**src/rtl/d_sramlike_bridge.sv**
```systemverilog
// ---------------------------------------------------------------------------
// d_sramlike_bridge
//
// Purpose:
//   Bridges the pipeline's memory-stage data port (single-cycle SRAM-style
//   access) onto the SoC's two-phase sram-like data bus. A request is issued
//   with req and accepted by addr_ok. The transaction then completes with
//   data_ok. While the access is outstanding, the block raises d_stall toward
//   the hazard unit. Returned read data is held stable until the whole
//   pipeline moves on.
//
// Parameters:
//   DW               data / address width (only 32 is supported)
//
// Ports:
//   i_clk            system clock, rising-edge active
//   i_rst_n          asynchronous active-low reset
//   i_data_en        memory-stage access valid
//   i_data_wen[3:0]  byte write strobes, 0000 = read
//   i_data_addr      byte address
//   i_data_wdata     byte-lane aligned write data
//   i_longest_stall  OR of every pipeline stall source (includes o_d_stall)
//   o_data_rdata     read word returned to the pipeline
//   o_d_stall        data-side stall request
//   o_req            bus request valid
//   o_wr             1 = write, 0 = read
//   o_size[1:0]      0 = byte, 1 = half, 2 = word
//   o_addr           bus address
//   o_wdata          bus write data
//   i_addr_ok        slave accepted the request
//   i_data_ok        slave completed the transaction
//   i_rdata          bus read data, valid only with i_data_ok
//
// Configuration:
//   D_BRIDGE_RDATA_BYPASS_EN  When defined, bus read data is forwarded
//                             combinationally in the data_ok cycle, and the
//                             stall is released one cycle earlier.
// ---------------------------------------------------------------------------
module d_sramlike_bridge #(
    parameter int DW = 32
) (
    input  logic          i_clk,
    input  logic          i_rst_n,
    input  logic          i_data_en,
    input  logic [3:0]    i_data_wen,
    input  logic [DW-1:0] i_data_addr,
    input  logic [DW-1:0] i_data_wdata,
    input  logic          i_longest_stall,
    output logic [DW-1:0] o_data_rdata,
    output logic          o_d_stall,
    output logic          o_req,
    output logic          o_wr,
    output logic [1:0]    o_size,
    output logic [DW-1:0] o_addr,
    output logic [DW-1:0] o_wdata,
    input  logic          i_addr_ok,
    input  logic          i_data_ok,
    input  logic [DW-1:0] i_rdata
);

    localparam logic [1:0] S_IDLE = 2'd0;
    localparam logic [1:0] S_ADDR = 2'd1;
    localparam logic [1:0] S_DATA = 2'd2;
    localparam logic [1:0] S_DONE = 2'd3;

    logic [1:0]    r_state;
    logic [1:0]    w_state_nxt;
    logic [DW-1:0] r_rdata_q;

    logic          w_req;
    logic          w_illegal_wen;
    logic          w_wr;
    logic [1:0]    w_size;
    logic          w_data_done;
    logic          w_stall_raw;

    // Strobe decode. A strobe pattern that is not a byte, an aligned half or
    // a full word cannot be expressed on the bus. It is issued as a harmless
    // word read rather than as a corrupting write.
    always_comb begin
        w_size        = 2'd2;
        w_illegal_wen = 1'b0;
        case (i_data_wen)
            4'b1111:                            w_size = 2'd2;
            4'b0011, 4'b1100:                   w_size = 2'd1;
            4'b0001, 4'b0010, 4'b0100, 4'b1000: w_size = 2'd0;
            4'b0000:                            w_size = 2'd2;
            default: begin
                w_size        = 2'd2;
                w_illegal_wen = 1'b1;
            end
        endcase
    end

    assign w_wr    = (|i_data_wen) & ~w_illegal_wen;
    assign o_wr    = w_wr;
    assign o_size  = w_size;
    assign o_wdata = i_data_wdata;

    // Reads always fetch the whole aligned word. The pipeline extracts the
    // byte or half it needs from the returned word.
    assign o_addr  = w_wr ? i_data_addr : {i_data_addr[DW-1:2], 2'b00};

    // The request is combinational from data_en, so the bus sees it in the
    // same cycle the memory stage presents the access.
    assign w_req       = ((r_state == S_IDLE) & i_data_en) | (r_state == S_ADDR);
    assign w_data_done = (r_state == S_DATA) & i_data_ok;

    // While reset is held, req and d_stall are forced low. This matters even
    // though the state is IDLE, because data_en may be high during reset.
    assign o_req = w_req & i_rst_n;

`ifdef D_BRIDGE_RDATA_BYPASS_EN
    // The completing cycle already has its data on the bus. The stall is
    // dropped and the bus word is forwarded, so the pipeline can advance now.
    assign w_stall_raw  = i_data_en & (r_state != S_DONE) & ~w_data_done;
    assign o_data_rdata = w_data_done ? i_rdata : r_rdata_q;
`else
    assign w_stall_raw  = i_data_en & (r_state != S_DONE);
    assign o_data_rdata = r_rdata_q;
`endif

    assign o_d_stall = w_stall_raw & i_rst_n;

    // Next-state logic. addr_ok only has meaning while a request is driven
    // (IDLE with data_en, or ADDR). data_ok only has meaning in DATA. Every
    // other case holds the current state.
    always_comb begin
        w_state_nxt = r_state;
        case (r_state)
            S_IDLE: begin
                if (i_data_en) begin
                    w_state_nxt = i_addr_ok ? S_DATA : S_ADDR;
                end
            end
            S_ADDR: begin
                if (i_addr_ok) begin
                    w_state_nxt = S_DATA;
                end
            end
            S_DATA: begin
                if (i_data_ok) begin
`ifdef D_BRIDGE_RDATA_BYPASS_EN
                    // This block's own stall term is already masked here.
                    // A high longest_stall therefore means another stage is
                    // holding the pipeline, and the result must be kept.
                    w_state_nxt = i_longest_stall ? S_DONE : S_IDLE;
`else
                    w_state_nxt = S_DONE;
`endif
                end
            end
            S_DONE: begin
                // data_en stays high here until the pipeline advances. Staying
                // in DONE stops the same access from being reissued.
                if (!i_longest_stall) begin
                    w_state_nxt = S_IDLE;
                end
            end
            default: w_state_nxt = S_IDLE;
        endcase
    end

    // State register. An asynchronous reset abandons any transaction in
    // flight. The bus slave shares this reset, so no cleanup handshake is
    // needed.
    always_ff @(posedge i_clk or negedge i_rst_n) begin
        if (!i_rst_n) begin
            r_state <= S_IDLE;
        end else begin
            r_state <= w_state_nxt;
        end
    end

    // Read data capture. This also fires for writes, which keeps the enable
    // simple. The pipeline never consumes data_rdata for a store.
    always_ff @(posedge i_clk or negedge i_rst_n) begin
        if (!i_rst_n) begin
            r_rdata_q <= '0;
        end else if (w_data_done) begin
            r_rdata_q <= i_rdata;
        end
    end

endmodule

```
**config.mk**
```make
export PLATFORM = sky130hd
export DESIGN_NAME = d_sramlike_bridge
export DESIGN_NICKNAME = d
export VERILOG_FILES = /design/src/rtl/d_sramlike_bridge.sv
export SDC_FILE = /design/constraint.sdc
export NUM_CORES = 1
export LEC_CHECK = 0
export ABC_CLOCK_PERIOD_IN_PS = 4400
export CAP_MARGIN = 20
export CELL_PAD_IN_SITES_DETAIL_PLACEMENT = 2
export CELL_PAD_IN_SITES_GLOBAL_PLACEMENT = 2
export CORE_MARGIN = 2
export CORE_UTILIZATION = 17
export DETAILED_ROUTE_END_ITERATION = 6
export GPL_TIMING_DRIVEN = 0
export PLACE_DENSITY = 0.95
export SYNTH_ARGS = -nofsm -noshare
export SYNTH_HDL_FRONTEND = slang
export SYNTH_SLANG_ARGS = --single-unit
```
**constraint.sdc**
```tcl
create_clock -name i_clk -period 4.4 [get_ports i_clk]
set_clock_uncertainty 0.2 [all_clocks]
set_input_delay 0.88 -clock i_clk [delete_from_list [all_inputs] [get_ports i_clk]]
set_output_delay 0.88 -clock i_clk [all_outputs]
set_load 0.02 [all_outputs]
```
==> results.sh <==
export IMPL_utilization=0.3229
export IMPL_synth_nets=274
export IMPL_grt_overflow=0
export IMPL_row_count=40
export IMPL_seq_area_frac_synth=0.4050
export IMPL_ant_nets=0
export IMPL_synth_top_area_cell="dfrtp_1"
export IMPL_grt_max_degree=37
export IMPL_ir_worst_vdd_mv=0.1652
export IMPL_synth_area_leaders="dfrtp_1 (41%), buf_4 (22%), mux2_4 (21%)"
export IMPL_grt_pass1_vias=1843
export IMPL_cts_resized=0
export IMPL_antenna_found_initial=0
export IMPL_wl_met3_um=703
export IMPL_dp_hpwl_mm=5.536
export IMPL_synth_seq_cells=34
export IMPL_critPathSlowestCell="clkdlybuf4s50_1"
export IMPL_rsz0062_at_grt="false"
export IMPL_fmax_mhz=276.7
export IMPL_cp_cell_sequence="clkdlybuf4s50_1 -> nor2_2 -> mux2i_1 -> a21boi_1 -> clkdlybuf4s50_1"
export IMPL_cp_common_cell="clkdlybuf4s50_1"
export IMPL_synth_avg_cell_area_um2=12.89
export IMPL_grt_use_total=0.09250
export IMPL_swShare=0.3449
export IMPL_endpoint_kind="output pin"
export IMPL_clk_pin_slew_ns=0.05
export IMPL_vias=1719
export IMPL_status="finished, final reports clean"
export IMPL_cp_required_ns=3.32
export IMPL_io_buffers=144
export IMPL_power_share_clock=0.165
export IMPL_pwr_share_seq=0.272
export IMPL_min_path_type="reg -> reg"
export IMPL_p_per_area_nw_per_um2=548.3
export IMPL_crit_family="buffers and inverters"
export IMPL_yosys_warnings=0
export IMPL_internal_power_mw=1.399
export IMPL_slowest_delay_ns=0.55
export IMPL_worst_pin_slew_ns=0.8307
export IMPL_fin_crit_ns=3.614
export IMPL_critPathKind="in -> out"
export IMPL_grt_pass1_wl_mm=9.535
export IMPL_synth_cell_types=23
export IMPL_cts_buffer_depth=2
export IMPL_diodes=0
export IMPL_fillers=1292
export IMPL_avgViaCountPerCell=3.559
export IMPL_routed_wl_mm=6.544
export IMPL_synth_cells=163
export IMPL_remaining_drc_errors=0
export IMPL_cp_start_kind="primary input"
export IMPL_cts_tree="built"
export IMPL_dieArea_um2=13260
export IMPL_route_met2_wl_mm=3.332
export IMPL_area_growth_pct=85.41
export IMPL_initial_core_util=0.1742
export IMPL_die_width_um=115.2
export IMPL_core_um2=12060
export IMPL_postCtsSetupRepairBufs=0
export IMPL_setup_viol=0
export IMPL_numCtsBuffers=5
export IMPL_pre_cts_slack_ns=0.7644
export IMPL_insertion_delay_ns=0.27
export IMPL_met1Wirelength_mm=2.440
export IMPL_cp_num_buf_inv=2
export IMPL_combPwrFrac=0.563
export IMPL_arrival_ns=2.53
export IMPL_worst_slack_ns=0.7863
export IMPL_dp_cells=475
export IMPL_avgRoutedWirePerCell_um=13.55
export IMPL_gp_congestion=0.6685
export IMPL_syn_area_um2=2101
export IMPL_fin_cells=483
export IMPL_die_height_um=115.2
export IMPL_maxSlewViolCount=0
export IMPL_htree_levels=2
export IMPL_final_nets=425
export IMPL_leakage_nw=1.776
export IMPL_timing_final_crit_share=0.8213
export IMPL_root_buffer="clkbuf_16"
export IMPL_maxCapViolCount=0
export IMPL_clock_sinks=34
export IMPL_ios=207
export IMPL_drive_above_1_share=0.3429
export IMPL_slew_limit_headroom=0.4462
export IMPL_yosysTopAreaCellShare=0.4050
export IMPL_drtIter0Drc=32
export IMPL_hold_buffers=0
export IMPL_crit_path_max_fanout=4
export IMPL_drtPass1Iterations=3
export IMPL_top_layer="met4"
export IMPL_p_sw_uw=736.5
export IMPL_finalHoldViolations=0
-- state kept, by name (all words and copies together) (netlist names) --
signal        count
r_state           2
o_data_rdata     32
-- cell type report --
| cell class | instances | area, um^2 | area share |
|---|---|---|---|
| Sequential cell | 34 | 850.8 | 0.2184 |
| Inverter | 3 | 11.26 | 0.002891 |
| Timing Repair Buffer | 144 | 1436 | 0.3688 |
| Tap cell | 168 | 210.2 | 0.05397 |
| Clock buffer | 7 | 142.6 | 0.03662 |
| Buffer | 65 | 525.5 | 0.1349 |
| Clock inverter | 1 | 5.005 | 0.001285 |
| Multi-Input combinational cell | 61 | 713.2 | 0.1831 |
-- cells in the mapped netlist --
cell type / n
buf_4: 62
dfrtp_1: 34
mux2_4: 30
ha_1: 5
mux2i_1: 4
buf_12: 3
inv_1: 3
nand2_1: 3
a21boi_1: 2
mux2_2: 2
nand2b_1: 2
nor2_1: 2
a21oi_1: 1
a32o_1: 1
and2_1: 1
and3_1: 1
mux2_1: 1
nand2_4: 1
nor2_2: 1
nor2b_1: 1
o2111ai_2: 1
o21ai_0: 1
xnor2_1: 1
-- final timing paths --
| path | startpoint | endpoint | slack (ns) | depth (start not counted) |
|---|---|---|---|---|
| max | i_data_wen[0] | o_addr[1] | 0.79 | 5 |
| min reg2reg | o_data_rdata[4]$_DFFE_PN0P_ | o_data_rdata[4]$_DFFE_PN0P_ | 0.31 | 1 |
| min in group asynchronous | i_rst_n | o_data_rdata[30]$_DFFE_PN0P_ | 0.51 | 1 |
| max reg2reg | r_state[0]$_DFFE_PN0P_ | r_state[0]$_DFFE_PN0P_ | 2.63 | 5 |
| min | o_data_rdata[4]$_DFFE_PN0P_ | o_data_rdata[4]$_DFFE_PN0P_ | 0.31 | 1 |
| max in group asynchronous | i_rst_n | o_data_rdata[6]$_DFFE_PN0P_ | 2.97 | 1 |
-- power by group through the flow --
stage	combinational, mW	clock [mW]	sequential, mW
floorplan	0.523	0	0.751
global placement	1.18	0	0.565
detailed placement	1.22	0	0.588
CTS	1.22	0.369	0.586
global route	1.28	0.381	0.603
finish	1.20	0.351	0.581
-- kinds of logic (layout without fill, tap and decap cells) --
kind of cell / after synthesis / count (layout) / share of synthesized area
buffers and inverters: 68 / 220 / 0.2555
muxes: 37 / 37 / 0.2496
DFF: 34 / 34 / 0.4050
and+or+nand+nor: 12 / 12 / 0.03217
AOI/OAI and AO/OA: 6 / 6 / 0.02382
adders and majority gates: 5 / 5 / 0.02978
xor gates and xnor gates: 1 / 1 / 0.004170
-- routing by layer --
layer  global-route usage  up-vias
met4              0.02651        0
li1                     -      774
met3              0.03110        7
met5                    0        -
met1              0.09974      803
met2               0.1714      135
-- cells in the final DEF, fill, tap and decap left out --
master,instances
clkbuf_8,1
o2111ai_2,1
buf_12,3
and3_1,1
mux2_1,1
buf_4,62
ha_1,5
nand2_4,1
nor2b_1,1
dfrtp_1,34
buf_2,1
clkinv_2,1
nor2_1,2
clkdlybuf4s50_1,143
o21ai_0,1
a32o_1,1
a21boi_1,2
nand2b_1,2
clkbuf_1,1
and2_1,1
nand2_1,3
mux2i_1,4
xnor2_1,1
mux2_4,30
nor2_2,1
a21oi_1,1
mux2_2,2
clkbuf_16,5
inv_1,3
-- stage by stage --
stage	power, mW	instance area (um^2)	hold slack, ns	TNS, ns
floorplan	1.274	2101	0.3221	0
global placement	1.749	3752	0.2866	-0.3226
detailed placement	1.804	3747	0.2988	0
CTS	2.178	3895	0.3161	0
global route	2.261	3895	0.3239	0
finish	2.136	3895	0.3126	0
(Power assumes the default switching activity.)
